--- src/rtl/stack_cmd_pkg.sv ---
// Shared encodings for the LIFO stack command front-end.
// Holds the command opcodes seen on cmd_op and the controller FSM states.
package stack_cmd_pkg;

    typedef enum logic [1:0] {
        OP_NOP  = 2'b00,
        OP_PUSH = 2'b01,
        OP_POP  = 2'b10,
        OP_PEEK = 2'b11
    } cmd_op_e;

    typedef enum logic [1:0] {
        ST_IDLE    = 2'b00,
        ST_ISSUE   = 2'b01,
        ST_CAPTURE = 2'b10,
        ST_RESP    = 2'b11
    } state_e;

endpackage

--- src/rtl/stack_cmd_ctrl.sv ---
// Command front-end for the 8x8 LIFO stack.
// Accepts PUSH/POP/PEEK/NOP commands, issues one strobe to the stack per
// legal command, tracks occupancy and returns one response per command.
// Optional build macro STACK_CMD_CTRL_STATS_EN adds a saturating 16-bit
// illegal-command counter on output err_cnt.
// Note: rst does not reach the stack itself, so a reset in the middle of an
// operation leaves the stack pointer stale; reset must coincide with stack
// initialisation at power-up.
module stack_cmd_ctrl
    import stack_cmd_pkg::*;
#(
    parameter  int DATA_WIDTH  = 8,
    parameter  int STACK_DEPTH = 8,
    localparam int CNT_W       = $clog2(STACK_DEPTH + 1)
) (
    input  logic                  clk,
    input  logic                  rst,
    input  logic                  cmd_valid,
    output logic                  cmd_ready,
    input  logic [1:0]            cmd_op,
    input  logic [DATA_WIDTH-1:0] cmd_data,
    output logic                  resp_valid,
    input  logic                  resp_ready,
    output logic [DATA_WIDTH-1:0] resp_data,
    output logic                  resp_err,
    output logic                  stk_push,
    output logic                  stk_pop,
    output logic                  stk_peak,
    output logic [DATA_WIDTH-1:0] stk_data_in,
    input  logic [DATA_WIDTH-1:0] stk_data_out,
    output logic [CNT_W-1:0]      count,
    output logic                  full,
    output logic                  empty
`ifdef STACK_CMD_CTRL_STATS_EN
    ,
    output logic [15:0]           err_cnt
`endif
);

    state_e                r_state;
    state_e                w_next;
    cmd_op_e               r_op;
    logic [DATA_WIDTH-1:0] r_data;
    logic [DATA_WIDTH-1:0] r_resp_data;
    logic                  r_err;
    logic [CNT_W-1:0]      r_count;
    logic                  w_has_room;
    logic                  w_not_empty;
    logic                  w_legal;

    assign w_has_room  = (r_count < CNT_W'(STACK_DEPTH));
    assign w_not_empty = (r_count != '0);

    // Legality is judged only against the registered occupancy.
    always_comb begin
        w_legal = 1'b0;
        case (r_op)
            OP_PUSH: w_legal = w_has_room;
            OP_POP:  w_legal = w_not_empty;
            OP_PEEK: w_legal = w_not_empty;
            default: w_legal = 1'b0;
        endcase
    end

    assign cmd_ready  = (r_state == ST_IDLE);
    assign resp_valid = (r_state == ST_RESP);
    assign resp_data  = r_resp_data;
    assign resp_err   = r_err;
    assign count      = r_count;
    assign full       = (r_count == CNT_W'(STACK_DEPTH));
    assign empty      = (r_count == '0);

    // FSM state register; reset drops any pending response.
    always_ff @(posedge clk or posedge rst) begin
        if (rst) begin
            r_state <= ST_IDLE;
        end else begin
            r_state <= w_next;
        end
    end

    // Next state and stack strobes; strobes are decoded from state so they
    // vanish the moment reset is applied.
    always_comb begin
        w_next      = r_state;
        stk_push    = 1'b0;
        stk_pop     = 1'b0;
        stk_peak    = 1'b0;
        stk_data_in = '0;
        case (r_state)
            ST_IDLE: begin
                if (cmd_valid) begin
                    w_next = (cmd_op == OP_NOP) ? ST_RESP : ST_ISSUE;
                end
            end
            ST_ISSUE: begin
                if (w_legal) begin
                    case (r_op)
                        OP_PUSH: begin
                            stk_push    = 1'b1;
                            stk_data_in = r_data;
                        end
                        OP_POP:  stk_pop  = 1'b1;
                        OP_PEEK: stk_peak = 1'b1;
                        default: ;
                    endcase
                end
                w_next = ST_CAPTURE;
            end
            ST_CAPTURE: w_next = ST_RESP;
            ST_RESP: begin
                if (resp_ready) begin
                    w_next = ST_IDLE;
                end
            end
            default: w_next = ST_IDLE;
        endcase
    end

    // Command capture, occupancy tracking and response register.
    always_ff @(posedge clk or posedge rst) begin
        if (rst) begin
            r_op        <= OP_NOP;
            r_data      <= '0;
            r_resp_data <= '0;
            r_err       <= 1'b0;
            r_count     <= '0;
        end else begin
            case (r_state)
                ST_IDLE: begin
                    if (cmd_valid) begin
                        r_op        <= cmd_op_e'(cmd_op);
                        r_data      <= cmd_data;
                        r_err       <= 1'b0;
                        r_resp_data <= '0;
                    end
                end
                ST_ISSUE: begin
                    r_err <= ~w_legal;
                    if (w_legal && r_op == OP_PUSH) begin
                        r_count <= r_count + CNT_W'(1);
                    end else if (w_legal && r_op == OP_POP) begin
                        r_count <= r_count - CNT_W'(1);
                    end
                end
                ST_CAPTURE: begin
                    if (!r_err && (r_op == OP_POP || r_op == OP_PEEK)) begin
                        r_resp_data <= stk_data_out;
                    end else begin
                        r_resp_data <= '0;
                    end
                end
                default: ;
            endcase
        end
    end

`ifdef STACK_CMD_CTRL_STATS_EN
    logic [15:0] r_err_cnt;

    // Saturating count of commands rejected in ISSUE.
    always_ff @(posedge clk or posedge rst) begin
        if (rst) begin
            r_err_cnt <= '0;
        end else if (r_state == ST_ISSUE && !w_legal && r_err_cnt != 16'hFFFF) begin
            r_err_cnt <= r_err_cnt + 16'd1;
        end
    end

    assign err_cnt = r_err_cnt;
`endif

endmodule

--- config.mk ---
export PLATFORM = sky130hd
export DESIGN_NAME = stack_cmd_ctrl
export DESIGN_NICKNAME = d
export VERILOG_FILES = /design/src/rtl/stack_cmd_pkg.sv /design/src/rtl/stack_cmd_ctrl.sv
export SDC_FILE = /design/constraint.sdc
export NUM_CORES = 1
export LEC_CHECK = 0
export CORE_MARGIN = 5
export CORE_UTILIZATION = 42
export DETAILED_ROUTE_END_ITERATION = 10
export HOLD_SLACK_MARGIN = 0.05
export PLACE_DENSITY = 0.78
export SLEW_MARGIN = 20
export SYNTH_ARGS = -nofsm -noshare
export SYNTH_HDL_FRONTEND = slang
export SYNTH_SLANG_ARGS = --single-unit
export TNS_END_PERCENT = 5
--- constraint.sdc ---
create_clock -name clk -period 3 [get_ports clk]
set_input_delay 0.45 -clock clk [delete_from_list [all_inputs] [get_ports clk]]
set_output_delay 0.45 -clock clk [all_outputs]
set_load 0.01 [all_outputs]
==> flow_summary.json <==
{
  "final_cell_mix": "49 x clkdlybuf4s50_1, 25 x dfrtp_1, 10 x mux2_2, 8 x a22o_1, 8 x and2_1",
  "die_h_um": 64.1,
  "postCtsHoldBufs": 0,
  "synth_area_mm2": 0.00123,
  "die_w_um": 64.1,
  "comb_power_share": 0.500,
  "clkSlewWorstSetupHoldPaths_ps": 140,
  "setup_viol": 0,
  "syn-mean-instance-area_um2": 11.9,
  "post_drt_wl_per_cell_um": 15.1,
  "fill_cells": 222,
  "n_antenna_cell": 0,
  "synth_nets": 131,
  "met2_length_mm": 1.43,
  "wl_met3_um": 221,
  "synth-seq-cells": 25,
  "cts_setup_buffers": 0,
  "p_leak_nw": 0.756,
  "dr.pass1.iters": 4,
  "slew_headroom": 0.375,
  "ys_warn_count": 0,
  "crit_arrival_ps": 2160,
  "die-area_mm2": 0.00410,
  "finalInstanceArea_mm2": 0.00178,
  "setup_total_negative_slack_ps": 0,
  "area_delta_synth_final_pct": 45.4,
  "path_cells": "inv_1, ha_1, nand2_1, nor3_1, buf_4, and2_1, clkdlybuf4s50_1",
  "synth.top_cell.area_share": 0.510,
  "period_needed_ps": 2610,
  "final_common_cell": "clkdlybuf4s50_1",
  "tightest_slew_ps": 936,
  "grt_start_max_net_pins": 26,
  "grt_pass1_vias": 1038,
  "clock.fmax_mhz": 383,
  "internal-power_w": 0.00105,
  "io_pins": 50,
  "pwr-share-clk": 0.098,
  "port-buffer-count": 49,
  "syn-instance-count": 103,
  "switching_share": 0.369,
  "synth_edf_count": 0,
  "dr.max_layer_used": "met4",
  "cts_sinks": 25,
  "drv_slew": 0,
  "vias": 960,
  "pwr-share-seq": 0.402,
  "dp_hpwl_mm": 2.27,
  "grt_pass1_wl_mm": 4.78,
  "fp-row-count": 19,
  "synthFlopType": "dfrtp_1",
  "rsz0062_at_grt": "no",
  "ir_drop_mv": 0.653,
  "hold_path_class": "reg -> reg",
  "cts.path.max_buffers": 2,
  "cpPeakStageDelay_ps": 540,
  "yosysSeqAreaShare": 0.510,
  "powerDensity_mw_per_mm2": 929,
  "ant_nets": 0,
  "layout-drive-gt1-share": 0.123,
  "maxCapViolCount": 0,
  "crit_fanout": 10,
  "status": "finished, final reports clean",
  "async_flop_share": 1.00,
  "cts_max_level": 1,
  "root_buffer": "clkbuf_4",
  "cts_tree": "built",
  "via_per_inst": 5.16,
  "start_util": 0.441,
  "drc_errors": 0,
  "end_kind": "output port",
  "overflow": 0,
  "grt_antenna_before_repair": 0,
  "netSwitchingPower_w": 0.000611,
  "placed_cell_area_mm2": 0.00175,
  "drtIter0Drc": 49,
  "wl_met1_mm": 1.14,
  "crit_slowest_cell": "clkdlybuf4s50_1",
  "finClkSkew_ps": 1.72,
  "path_class": "reg -> out",
  "cts_buffers": 3,
  "core_mm2": 0.00278,
  "insertion_delay_ps": 330,
  "hold_viol": 0,
  "synth_cell_types": 30,
  "ctsResizeCount": 0,
  "synth_area_leaders": "dfrtp_1 51%, mux2_2 9.2%, ha_1 6.1%, a22o_1 5.7%, and2_1 4.1%",
  "grt_usage": 0.147,
  "fin_nets": 184,
  "synth_top_cell_by_area": "dfrtp_1",
  "cp-start-kind": "flop",
  "required_ps": 2550,
  "globalplace.congestion": 0.838,
  "period_share": 0.871,
  "wl_mm": 2.81
}
-- power groups by stage --
stage          clock network, W  logic (W)  registers [W]
2_1_floorplan                 0   0.000483       0.000659
3_3_place_gp                  0   0.000810       0.000658
3_5_place_dp                  0   0.000843       0.000670
4_1_cts                0.000168   0.000842       0.000667
5_1_grt                0.000182   0.000915       0.000695
6_report               0.000163   0.000828       0.000666
-- cell usage after synthesis (2+ instances only) --
cell type	n
dfrtp_1	25
mux2_2	10
a22o_1	8
and2_1	8
ha_1	6
nor2_1	6
inv_1	5
nand2_1	4
o21ai_0	3
a21oi_1	2
a31oi_1	2
mux2_4	2
mux2i_1	2
nor2b_1	2
nor3_1	2
xnor2_1	2
-- critical path: cells and delay by family (launching register included) --
kind | cells | cell delay (ps)
buffers and inverters | 3 | 810
flip-flops | 1 | 440
AND/OR/NAND/NOR | 3 | 360
adder cells (fa/ha/maj) | 1 | 220
-- stage by stage --
| step | utilization | instances | power (W) | hold slack (ps) | setup WS (ps) |
|---|---|---|---|---|---|
| detailed placement | 0.630 | 182 | 0.00151 | 492 | 683 |
| global placement | 0.630 | 182 | 0.00147 | 484 | 702 |
| CTS | 0.641 | 186 | 0.00168 | 525 | 356 |
| floorplan | - | 103 | 0.00114 | 471 | 849 |
| finish | 0.641 | 186 | 0.00166 | 519 | 387 |
| global route | 0.641 | 186 | 0.00179 | 543 | 242 |
-- layer usage --
| layer | vias up | global-route usage |
|---|---|---|
| li1 | 475 | - |
| met1 | 449 | 0.166 |
| met2 | 32 | 0.258 |
| met3 | 4 | 0.0613 |
| met4 | 0 | 0.0312 |
| met5 | - | 0 |
-- layout make-up --
cell class              count  area, um2  share of cell area
multi-input cells          71        572               0.320
repair buffers             50        498               0.279
clock buffers               3       22.5              0.0126
inverters                   5       18.8              0.0105
flip-flops and latches     25        626               0.351
well taps                  31       38.8              0.0217
clock inverters             1       8.76             0.00491
-- state kept, by name, indices dropped and copies added (netlist names) --
| signal | count |
|---|---|
| r_data | 8 |
| resp_data | 8 |
| count | 4 |
| r_op | 2 |
| r_state | 2 |
| resp_err | 1 |
-- cells by family after synthesis --
| group | Yosys count | share of synthesized area |
|---|---|---|
| XOR/XNOR | 3 | 0.0214 |
| multiplexers | 14 | 0.133 |
| adder cells (fa/ha/maj) | 6 | 0.0612 |
| buffers and inverters | 7 | 0.0245 |
| flip-flops | 25 | 0.510 |
| AND/OR/NAND/NOR | 29 | 0.132 |
| AO/OA/AOI/OAI | 19 | 0.119 |
-- path summary, 6_finish.rpt --
path / from / endpoint / slack [ps] / cells past startpoint
max: r_state[1]$_DFFE_PP0P_ / stk_data_in[6] / 390 / 7
min: r_data[1]$_DFFE_PP0P_ / r_data[1]$_DFFE_PP0P_ / 520 / 1
max reg2reg: count[3]$_DFFE_PP0P_ / count[3]$_DFFE_PP0P_ / 640 / 7
min reg2reg: r_data[1]$_DFFE_PP0P_ / r_data[1]$_DFFE_PP0P_ / 520 / 1
max in group asynchronous: rst / r_op[0]$_DFFE_PP0P_ / 1830 / 2
min in group asynchronous: rst / resp_data[6]$_DFFE_PP0P_ / 610 / 2
Note: power is estimated with default switching activity, not from simulation.
==> patch 1: new RTL, same settings <==
Set the parameter `STACK_DEPTH` to 16 (it was 8).
--- a/src/rtl/stack_cmd_ctrl.sv
+++ b/src/rtl/stack_cmd_ctrl.sv
@@ -10,7 +10,7 @@
     import stack_cmd_pkg::*;
 #(
     parameter  int DATA_WIDTH  = 8,
-    parameter  int STACK_DEPTH = 8,
+    parameter  int STACK_DEPTH = 16,
     localparam int CNT_W       = $clog2(STACK_DEPTH + 1)
 ) (
     input  logic                  clk,
Ports: changed (resized count); port bits go from 50 to 51. No check against the original RTL was run, so the function may have changed too.
==> patch 1 against the unedited design <==
Worst setup slack got worse by 0.20 ns; worst hold slack got worse by 0.051 ns; non-clock buffer count increased by 1; cell area increased by 10%; synthesized area increased by 12%; power increased by 8.7%; routed wire length increased by 18%; sequential cell count increased by 1.
==> patch 1: results (changes against the unedited design) <==
[finish]
ff_latch_area_sq_um = 651  ; +4.0%
clkCellAreaFrac_pct = 2.68  ; +0.93 points
n_fill_cell = 257  ; +16%
bufAreaShareNonClock_pct = 25.9  ; -2.0 points
n_all_inverters = 7  ; +2
multi_input_area_share_pct = 34.1  ; +2.1 points
area_dominant_class = multi-input combinational cells
drive_gt1_share_pct = 14.3  ; +2.0 points
buffers = 51  ; +2.0%

[placement]
place_area_sq_um = 1910  ; +8.9%
dp_cells = 208  ; +14%
place.gp.congestion = 0.764  ; -8.8%
hpwlAfterDp_um = 2580  ; +14%
port_buffers = 50  ; +2.0%

[worst_setup_path]
path_max_fanout = 13  ; +3
reg2reg_slack_ns = 0.66  ; +0.02 ns
reg2reg_depth = 8  ; +1
reg2reg_to = count[4]

[power_and_ir_drop]
seqPwrFrac_pct = 36.5  ; -3.7 points
power.static_leakage_nw = 0.884  ; +17%
max-vdd-ir-drop_v = 0.000414  ; -37%

[route]
wl_met3_um = 272  ; +23%
wl_met2_um = 1550  ; +8.6%
wirelength_um = 3310  ; +18%
viasPerCell = 5.06  ; -2.0%
wl_met1_um = 1470  ; +29%
wl_per_cell_um = 15.6  ; +3.3%

[sta]
fin_crit_ns = 2.81  ; +0.199 ns
fin_skew_ns = 0.00368  ; +0.00196 ns
worst-slew-pin-transition_ns = 0.755  ; -0.181 ns

[die]
num_tap_cells = 44  ; +42%

[synthesis]
synthDistinctLibCells = 33  ; +10%
syn-num-nets = 146  ; +11%

[min_path]
hp-class = in -> async

[global_routing]
grt_pass1_wl_um = 5270  ; +10%
grt_usage_pct = 15.5  ; +0.79 points

[run_status]
status = completed

[patch 1: cell types whose count changed in the layout (fill, tap and decap cells not counted), moves of 2 or more]
cell / change
and3_1: +8
o21bai_1: +2
a31oi_1: -2
a211oi_1: +4
inv_2: +2
o21a_1: +2
o21ai_0: -3
xor2_1: +2
and2_1: -8
[patch 1: cells by family (layout without fill, tap and decap cells)]
family                     after synthesis  in the layout  synth area share (%)
AOI/OAI and AO/OA                       24             24                  14.7
xor gates and xnor gates                 4              4                  2.56
adders and majority gates                6              6                  5.48
buffers and inverters                   12             62                  3.56
DFF                                     26             26                  47.5
muxes                                   15             15                  12.6
and+or+nand+nor                         31             31                  13.5
[patch 1: metal layers]
metal / vias up / track usage, %
met4: 0 / 3.80
met1: 507 / 19.7
met5: - / 0
met2: 38 / 25.0
met3: 2 / 5.23
li1: 525 / -
==> patch 2: new RTL, same flow settings <==
Made on the original files. The 4 states of `state_e` get a one-hot encoding in 4 bits.
--- a/src/rtl/stack_cmd_pkg.sv
+++ b/src/rtl/stack_cmd_pkg.sv
@@ -9,11 +9,11 @@
         OP_PEEK = 2'b11
     } cmd_op_e;
 
-    typedef enum logic [1:0] {
-        ST_IDLE    = 2'b00,
-        ST_ISSUE   = 2'b01,
-        ST_CAPTURE = 2'b10,
-        ST_RESP    = 2'b11
+    typedef enum logic [3:0] {
+        ST_IDLE    = 4'b0001,
+        ST_ISSUE   = 4'b0010,
+        ST_CAPTURE = 4'b0100,
+        ST_RESP    = 4'b1000
     } state_e;
 
 endpackage
Formal check against the unedited RTL: no difference found for any inputs over 10 cycles, from zero or initial values and one cycle with rst high; not proved beyond that.
==> patch 2 against the unedited design <==
Final cell count is 3.2% higher; sequential cell count is 2 higher; clock skew is 0.0055 ns higher; highest routed layer unchanged; synthesized area rose by 4.8%; worst setup slack worse by 0.19 ns; critical path depth decreased by 2; routed wire length rose by 12%; fmax down 6.8%; synthesized cell count rose by 5.8%; power down 10%; via count is 9.4% higher; cell area rose by 3.4%; combinational power fell by 16%.
==> patch 2: results (changes against the unedited design) <==
[global_routing]
grt_pass1_wl_um = 5230  ; +9.4%
grt_max_degree = 28  ; +7.7%
first_global_vias = 1099  ; +5.9%
grt_usage_pct = 15.9  ; +1.2 points

[clock_network]
clock-root-buffer = clkbuf_4
post_cts_buffers = 0  ; unchanged
clk_pin_slew_ns = 0.14  ; about the same
cts_buffers = 3  ; unchanged
insertion_delay_ns = 0.32
clock_path_buffers = 2  ; unchanged

[synthesis]
yosys_warnings = 0  ; unchanged
ys_top_cells_by_area = dfrtp_1 (51%), mux2_2 (7.9%), a22o_1 (5.4%)
synth-seq-area-share_pct = 52.6  ; +1.7 points
synthFlopType = dfrtp_1
synth_cells = 109  ; +5.8%
syn-num-nets = 133  ; +1.5%
synth_common_cells = dfrtp_1 (26), mux2_2 (9), a22o_1 (8), and2_1 (8), o21ai_0 (5)
synthDistinctLibCells = 37  ; +23%

[finish]
multiInputGateArea_sq_um = 579  ; +1.3%
stdcell_count = 192  ; +3.2%
n_fill_cell = 258  ; +16%
drive_gt1_share_pct = 16.4  ; +4.1 points
num_antenna_cells = 0  ; unchanged

[route]
dr.pass1.iters = 4  ; unchanged
drt_iter0_markers = 45  ; -8.2%
wl_per_cell_um = 16.4  ; +8.3%
viasPerCell = 5.47  ; +6.0%

[power_and_ir_drop]
max-vdd-ir-drop_v = 0.000415  ; -37%
power.static_leakage_nw = 0.782  ; +3.4%
p_sw_mw = 0.555  ; -9.1%

[sta]
fin_hold_ws_ns = 0.516  ; -0.00364 ns
fin_skew_ns = 0.00721  ; +0.00549 ns
finalSetupViolations = 0  ; unchanged
relSlewSlack_pct = 36.0  ; -1.5 points

[placement]
dp_slack_ns = 0.291  ; -0.392 ns
place.gp.congestion = 0.812  ; -3.2%
port_buffers = 49  ; unchanged
hpwlAfterDp_um = 2450  ; +7.7%
place_area_sq_um = 1810  ; +3.1%

[worst_setup_path]
arrival_ns = 2.35  ; +0.19 ns
path_max_fanout = 9  ; -1
slowest_stage = or4_4
max_stage_delay_ns = 0.58  ; +0.04 ns

[run_status]
status = completed

[min_path]
hp-class = in -> async

-- patch 2: cell type report --
type / count / area share (%)
flip-flops and latches: 27 / 36.8
multi-input cells: 73 / 31.4
repair buffers: 50 / 27.0
well taps: 33 / 2.24
clock buffers: 3 / 1.22
inverters: 5 / 1.09
clock inverters: 1 / 0.271
-- patch 2: final timing paths --
check	startpoint	endpoint	slack, ns	cells after the start
max reg2reg	count[3]	count[3]	0.82	6
max in group asynchronous	rst	r_state[1]	2.01	2
min in group clk	r_data[2]	r_data[2]	0.52	1
max	r_state[1]	stk_data_in[1]	0.20	5
min reg2reg	r_data[2]	r_data[2]	0.52	1
min	rst	resp_data[2]	0.52	2
-- patch 2: what timing repair did --
item,4_1_cts,5_1_grt
hold buffers,0,0
endpoints found under the setup margin,8,4
cloned,0,0
gates resized for setup,2,1
pin swaps,0,0
endpoints found under the hold margin,0,0
-- patch 2: metal layers --
metal | share of wire, % | routed length [um] | vias up | global-route usage (%)
met1 | 38 | 1190 | 512 | 18.0
met2 | 56 | 1760 | 36 | 28.8
met5 | 0 | 0 | - | 0
met3 | 5.1 | 160 | 4 | 4.96
li1 | - | - | 498 | -
met4 | 1.0 | 32 | 0 | 3.89
-- patch 2: power by group through the flow --
stage          Clock, mW  Sequential (mW)  Combinational [mW]
2_1_floorplan          0            0.618               0.435
3_3_place_gp           0            0.635               0.656
3_5_place_dp           0            0.648               0.691
4_1_cts            0.162            0.640               0.698
5_1_grt            0.174            0.667               0.757
6_report           0.155            0.642               0.692
-- patch 2: kinds of logic (layout without fill, tap and decap cells) --
family / count (synthesis) / count (layout) / synth area share (%)
buf+inv: 9 / 59 / 3.01
mux: 11 / 11 / 10.2
fa+ha+maj: 2 / 2 / 1.95
simple gates: 33 / 33 / 15.6
flops: 27 / 27 / 52.6
xor+xnor: 3 / 3 / 2.04
compound gates: 24 / 24 / 14.6
-- patch 2: critical path, delay by kind of cell, from the launching register on --
kind / cells / cell delay (ns)
flops: 1 / 0.45
simple gates: 3 / 0.95
buf+inv: 2 / 0.61
